===== config.mk =====
export PLATFORM = sky130hd
export DESIGN_NAME = array_11_req_ctrl
export DESIGN_NICKNAME = d
export VERILOG_FILES = /design/src/rtl/array_11_pkg.sv /design/src/rtl/array_11_resp_queue.sv /design/src/rtl/array_11_req_ctrl.sv
export SDC_FILE = /design/constraint.sdc
export NUM_CORES = 1
export LEC_CHECK = 0
export CAP_MARGIN = 20
export CORE_AREA = 5 5 363 365
export DETAILED_ROUTE_END_ITERATION = 8
export DIE_AREA = 0 0 368 370
export PLACE_DENSITY_LB_ADDON = 0.25
export SLEW_MARGIN = 25
export SYNTH_ARGS = -nofsm -noshare
export SYNTH_HDL_FRONTEND = slang
export SYNTH_SLANG_ARGS = --single-unit

===== constraint.sdc =====
create_clock -name clock -period 15.2 [get_ports clock]
set_clock_uncertainty 0.1 [all_clocks]
set_input_delay 1.52 -clock clock [delete_from_list [all_inputs] [get_ports clock]]
set_output_delay 1.52 -clock clock [all_outputs]
set_load 0.01 [all_outputs]

===== src/rtl/array_11_pkg.sv =====
// Shared widths and request record for the array_11 SRAM front end.
package array_11_pkg;
    localparam int ADDR_W = 5;
    localparam int DATA_W = 228;
    localparam int MASK_W = 2;
    localparam int LANE_W = DATA_W / MASK_W;

    typedef struct packed {
        logic              write;
        logic [ADDR_W-1:0] addr;
        logic [MASK_W-1:0] mask;
        logic [DATA_W-1:0] data;
    } req_t;
endpackage


===== src/rtl/array_11_resp_queue.sv =====
// Small circular FIFO holding read responses the consumer has not yet taken.
module array_11_resp_queue #(
    parameter int DEPTH = 2,
    parameter int WIDTH = 228
) (
    input  logic             clock,
    input  logic             reset,
    input  logic             push,
    input  logic [WIDTH-1:0] push_data,
    input  logic             pop,
    output logic [WIDTH-1:0] head,
    output logic             empty,
    output logic             full
);
    localparam int PTR_W = (DEPTH > 1) ? $clog2(DEPTH) : 1;
    localparam int CNT_W = $clog2(DEPTH + 1);

    logic [WIDTH-1:0] mem [DEPTH];
    logic [PTR_W-1:0] wr_ptr;
    logic [PTR_W-1:0] rd_ptr;
    logic [CNT_W-1:0] count;

    function automatic logic [PTR_W-1:0] next_ptr(input logic [PTR_W-1:0] p);
        return (p == PTR_W'(DEPTH - 1)) ? '0 : p + PTR_W'(1);
    endfunction

    assign head  = mem[rd_ptr];
    assign empty = (count == '0);
    assign full  = (count == CNT_W'(DEPTH));

    always_ff @(posedge clock) begin
        if (push) begin
            mem[wr_ptr] <= push_data;
        end
    end

    always_ff @(posedge clock) begin
        if (reset) begin
            wr_ptr <= '0;
            rd_ptr <= '0;
            count  <= '0;
        end else begin
            if (push) wr_ptr <= next_ptr(wr_ptr);
            if (pop)  rd_ptr <= next_ptr(rd_ptr);
            case ({push, pop})
                2'b10:   count <= count + CNT_W'(1);
                2'b01:   count <= count - CNT_W'(1);
                default: count <= count;
            endcase
        end
    end
endmodule


===== src/rtl/array_11_req_ctrl.sv =====
// Valid/ready request front end for the array_11_ext RW0 port with in-order,
// backpressured read responses.
module array_11_req_ctrl
    import array_11_pkg::*;
#(
    parameter int RESP_DEPTH = 2
) (
    input  logic              clock,
    input  logic              reset,
    input  logic              req_valid,
    output logic              req_ready,
    input  logic              req_write,
    input  logic [ADDR_W-1:0] req_addr,
    input  logic [MASK_W-1:0] req_mask,
    input  logic [DATA_W-1:0] req_data,
    output logic              resp_valid,
    input  logic              resp_ready,
    output logic [DATA_W-1:0] resp_data,
    output logic              sram_en,
    output logic              sram_wmode,
    output logic [ADDR_W-1:0] sram_addr,
    output logic [MASK_W-1:0] sram_wmask,
    output logic [DATA_W-1:0] sram_wdata,
    input  logic [DATA_W-1:0] sram_rdata
);
    localparam int CNT_W = $clog2(RESP_DEPTH + 1);

    req_t              req;
    logic [CNT_W-1:0]  cnt;
    logic              inflight;
    logic              fire;
    logic              read_fire;
    logic              resp_fire;
    logic              q_push;
    logic              q_pop;
    logic              q_empty;
    logic              q_full;
    logic [DATA_W-1:0] q_head;

    assign req = '{write: req_write, addr: req_addr, mask: req_mask, data: req_data};

    // cnt covers queued entries plus the read in flight, so the queue can never overflow
    assign req_ready = !reset && (cnt < CNT_W'(RESP_DEPTH));
    assign fire      = req_valid && req_ready;
    assign read_fire = fire && !req.write;

    assign sram_en    = fire;
    assign sram_wmode = req.write;
    assign sram_addr  = req.addr;
    assign sram_wmask = req.mask;
    assign sram_wdata = req.data;

    // rdata is only valid for one cycle, so it either flows straight out or is parked
    assign resp_valid = !reset && (inflight || !q_empty);
    assign resp_data  = q_empty ? sram_rdata : q_head;
    assign resp_fire  = resp_valid && resp_ready;
    assign q_push     = !reset && inflight && (!q_empty || !resp_ready);
    assign q_pop      = resp_fire && !q_empty;

    array_11_resp_queue #(
        .DEPTH (RESP_DEPTH),
        .WIDTH (DATA_W)
    ) u_resp_queue (
        .clock     (clock),
        .reset     (reset),
        .push      (q_push),
        .push_data (sram_rdata),
        .pop       (q_pop),
        .head      (q_head),
        .empty     (q_empty),
        .full      (q_full)
    );

    always_ff @(posedge clock) begin
        if (reset) begin
            cnt      <= '0;
            inflight <= 1'b0;
        end else begin
            inflight <= read_fire;
            case ({read_fire, resp_fire})
                2'b10:   cnt <= cnt + CNT_W'(1);
                2'b01:   cnt <= cnt - CNT_W'(1);
                default: cnt <= cnt;
            endcase
        end
    end

    always_ff @(posedge clock) begin
        if (!reset) begin
            assert (!(q_push && q_full)) else $error("response queue push while full");
        end
    end
endmodule

# == Word-level counts from Yosys, hierarchy flattened ==
# Memories as Yosys holds them, arrays and structs flattened. A register that Yosys moved wholly into a read port is not among the register bits.
# Cells that the tools add are included.
# classes
n_reduce_logical,17
order_cmp,1
addsub,6
n_mux,9
n_eq_ne,4
# ops
cell,count
228-bit 2-to-1 mux,1
1-bit logical AND,8
2-bit case mux with 2 select lines,2
1-bit 2-to-1 mux,6
2-bit by 1-bit adder with 2-bit output (second input constant),2
2-bit by 1-bit equality test with 1-bit output (second input constant),2
2-bit equality test (second input constant),2
1-bit zero test,4
2-bit nonzero test,2
2-bit by 1-bit subtractor with 2-bit output (second input constant),2
1-bit adder (second input constant),2
2-bit zero test,1
1-bit logical OR,2
2-bit less-than comparator (second input constant),1
# totals
inputBits,468
memories,1
ramBits,456
register_bits,7
out_inout_bits,467
# mem_list
memory,words,width,rd,rd_ports_with_merged_regs,write_ports,line_no,rtl
u_resp_queue.mem,2,228,1,1,1,array_11_resp_queue.sv:18,logic [WIDTH-1:0] mem [DEPTH];

# == Longest topological paths before layout ==
# depth
depth_word,8
depth_mapped,9

# == By module ==
# A second synthesis with hierarchy kept.
# hier_totals
hier_cells,1242
hier_area_um2,22170.0
# modules_own_cells
module,area_per_inst_um2,instances,cells_per_inst
array_11_resp_queue,16646.0,1,731
array_11_req_ctrl,5524.0,1,511

# == Worst setup path after synthesis ==
# Ideal clock, no wire load.
# synth_path
path_kind,input -> register
start,input port reset
end,memory u_resp_queue.mem[0][0] (enable)
required_time_ns,14.278
path_slack_ns,2.936
arrival_time_ns,11.342
cell_stages,3
path_cell_list,buf_4 nand3b_1 nor2_1
# synth_via
elab_chain_cells,5
# synth_lines
item,line_no,rtl
"start, declared",array_11_req_ctrl.sv:9,"input logic reset,"
1-bit zero test,n/a,
1-bit logical AND (2 in series),array_11_req_ctrl.sv:57,assign q_push = !reset && inflight && (!q_empty || !resp_ready);
1-bit 2-to-1 mux,array_11_resp_queue.sv:32,if (push) begin
1-bit 2-to-1 mux (not written as such),array_11_resp_queue.sv:33,mem[wr_ptr] <= push_data;
"end, declared",array_11_resp_queue.sv:18,
# Every way passes these cells.

==> summary.md <==
| Metric | Value |
|---|---|
| Largest family of logic cells by synthesized area | buffers and inverters |
| RSZ-0062 raised after global routing | false |
| Post-synthesis compound-gate area fraction | 5.704% |
| Commonest cells post-synth | edfxtp_1 (456), buf_4 (239), nor2_1 (238) |
| CTS Sinks | 464 |
| Clock Path Buffers | 3 |
| Total gr overflow | 0 |
| Synth top area share | 66.12% |
| FFs w/ async S/R, synth | 0% |
| Most used cell along the critical path | buf_4 |
| Sequential share of the synthesized area | 66.90% |
| Max-slew violation count | 0 |
| Predominant post-synthesis flop cell | edfxtp_1 |
| Post-Synth Adder-Cell Area | 0.1208% |
| Final-stage net count | 2191 |
| Most frequent cell after synthesis | edfxtp_1 |
| Crit path max-delay family | buffers and inverters |
| Mux contribution to synthesized area | 11.02% |
| Setup-failing EPs final | 0 |
| Syn Area/Cell | 13.83 um2 |
| Lkg Pwr | 8.200 nW |
| CP Max Fanout | 43 |
| Layout cells sized above 1 | 5.839% |
| PostCTS Resize Cnt | 0 |
| Setup TNS | 0 ns |
| Largest stage delay on the critical path | 0.67 ns |
| CP Data Arrival Time | 4.26 ns |
| Final worst path period need | 5.881 ns |
| Core area | 128500 um2 |
| Die ar. | 136200 um2 |
| Sw frac | 21.94% |
| Post-Synth Simple-Gate Area | 4.634% |
| Final WL | 55910 um |
| DRC Markers | 0 |
| Drt via density | 3.409 |
| Internal | 2.375 mW |
| Clk pwr share | 43.4% |
| Wirelength per Cell | 16.24 um |
| Hpwl dp | 38930 um |
| Worst-Margin Slew | 1.043 ns |
| Endpoints failing hold | 0 |
| Die H | 370 um |
| First drt pass iteration count | 4 |
| DR vias | 11736 |
| Comb power frac | 10.0% |
| Cell area after synthesis | 20710 um2 |
| Worst-Skew Late Latency | 0.60 ns |
| Total global-route track usage | 7.750% |
| Largest net degree at the start of global routing | 114 |
| Cell accounting for the most synthesized area | edfxtp_1 |
| Mapped Nets | 1967 |
| PnR Total Power | 3.042 mW |
| Mapped Cells | 1497 |
| Final Util | 21.07% |
| Starting Density | 16.12% |
| Critical Path Start Type | flip-flop |
| CTS tree | done |
| First-pass GRT wire length | 81690 um |
| Crit. End Element | output pin |
| Detailed router's first-iteration violation count | 517 |
| Initial antenna violation count | 5 |
| Synth top area cells | edfxtp_1 (66%), mux2i_1 (11%), buf_4 (8.7%), a21oi_1 (5.6%), nor2_1 (4.3%) |
| Min-delay worst type | reg -> reg |
| Crit path cell chain | buf_4, buf_4, buf_4, mux2i_1, a21oi_1, clkdlybuf4s50_1 |
| Fmax | 0.1700 GHz |
| Row cnt | 132 |
| Htree depth | 2 |
| Critical path class | reg -> out |
| Number of enable flip-flop cells after synthesis | 456 |
| Xor and xnor area share after synthesis | 0.2115% |
| Clock transition at path regs | 0.06 ns |
| Status | finished clean |
| Area grow syn2layout | 30.72% |
| FF+latch count, synth | 464 |
| CTS root buffer | clkbuf_16 |
| Final Cycle Share | 38.69% |
| Detail Route Antenna Nets | 0 |
| Buffers on Ports | 464 |
| CTS Hold Bufs | 0 |
| Boundary pin count | 935 |
| Pwr/cell area | 112.4 nW/um2 |
| Switching Power | 0.6673 mW |
| GP Congestion | 0.7457 |
| Total of max-cap violations | 0 |
| Part of the power in registers | 46.6% |
| Yosys warning count | 0 |
| Max-slew headroom | 30.47% |
| Maximum vdd drop | 0.06169 mV |
| CP max-delay cell | buf_4 |
| Distinct cells, synth | 23 |
| TritonCTS buffer count | 54 |
| Crit path required time | 13.58 ns |
| Filler cells | 13673 |
| Worst Path Buf+Inv | 4 |
| Number of global-route vias before repair | 12518 |
| Postcts setup bufs | 0 |
| Chip Width | 368 um |
flip-flops by register name, indices dropped and copies added, names as in the netlist, named ones only:
| register | count |
|---|---|
| u_resp_queue.rd_ptr | 1 |
| cnt | 2 |
| u_resp_queue.wr_ptr | 1 |
| u_resp_queue.count | 2 |
| inflight | 1 |
| u_resp_queue.mem | 456 |
cell type report:
| cell class | instances | area (um2) | area share, % |
|---|---|---|---|
| well taps | 1675 | 2096 | 7.742 |
| clock inverters | 37 | 400.4 | 1.479 |
| diodes | 4 | 10.01 | 0.03698 |
| clock buffers | 62 | 1403 | 5.181 |
| multi-input cells | 718 | 4509 | 16.66 |
| flip-flops and latches | 464 | 13860 | 51.19 |
| inverters | 1 | 3.754 | 0.01387 |
| repair buffers | 482 | 4792 | 17.70 |
logic make-up (layout without fill, tap and decap cells):
kind of cell / count (synthesis) / after routing
flip-flops: 464 / 464
multiplexers: 228 / 228
buffers and inverters: 315 / 582
AND/OR/NAND/NOR: 248 / 248
AO/OA/AOI/OAI: 235 / 235
XOR/XNOR: 5 / 5
other: 0 / 4
adder cells (fa/ha/maj): 2 / 2
per-layer routing:
metal | vias up | routed length [um] | track usage, %
li1 | 5660 | - | -
met1 | 5465 | 21270 | 8.251
met2 | 456 | 27140 | 13.34
met3 | 155 | 5194 | 3.361
met4 | 0 | 2315 | 3.452
met5 | - | 0 | 0
worst min-delay path, delay by kind of cell, from the launching register on:
family	cells	cell delay (ns)
flip-flops	1	0.32
XOR/XNOR	1	0.08
AND/OR/NAND/NOR	1	0.07
layout by cell type (no fill, tap or decap), drive strengths merged, types with 2 or more instances in the layout:
| cell type | count |
|---|---|
| bufinv | 8 |
| clkbuf | 62 |
| dfxtp | 8 |
| clkinvlp | 5 |
| o21ai | 3 |
| or3 | 2 |
| a21oi | 230 |
| nand2b | 2 |
| diode | 4 |
| xor2 | 3 |
| ha | 2 |
| clkinv | 21 |
| nor2 | 238 |
| xnor2 | 2 |
| inv | 4 |
| nor2b | 2 |
| clkdlybuf4s50 | 464 |
| mux2i | 228 |
| edfxtp | 456 |
| buf | 18 |
through the flow:
| stage | area [um2] | instances | hold WS, ns | setup WS, ns |
|---|---|---|---|---|
| finish | 27070 | 3443 | 0.4034 | 9.319 |
| global route | 27060 | 3440 | 0.4039 | 9.024 |
| CTS | 27060 | 3439 | 0.3995 | 9.174 |
| detailed placement | 25260 | 3340 | 0.3867 | 9.886 |
| global placement | 25260 | 3340 | 0.3859 | 9.954 |
| floorplan | 20710 | 1497 | 0.3410 | 2.936 |
power by group through the flow:
stage          sequential (mW)  combinational, mW  clock [mW]
4_1_cts                   1.42              0.313        1.38
6_report                  1.42              0.305        1.32
5_1_grt                   1.42              0.330        1.44
3_5_place_dp              1.44              0.311           0
2_1_floorplan             1.45              0.176           0
3_3_place_gp              1.44              0.309           0
path summary, 6_finish.rpt:
check | end | depth (start not counted) | from | slack (ns)
max reg2reg | u_resp_queue.mem[0][114]$_DFFE_PP_ | 5 | u_resp_queue.count[0]$_SDFFE_PP0P_ | 11.86
min reg2reg | u_resp_queue.rd_ptr$_SDFFE_PP0P_ | 2 | u_resp_queue.rd_ptr$_SDFFE_PP0P_ | 0.40
min | u_resp_queue.rd_ptr$_SDFFE_PP0P_ | 2 | u_resp_queue.rd_ptr$_SDFFE_PP0P_ | 0.40
max | resp_data[115] | 6 | flip-flop | 9.32
Power figures use the tool's default switching activity.
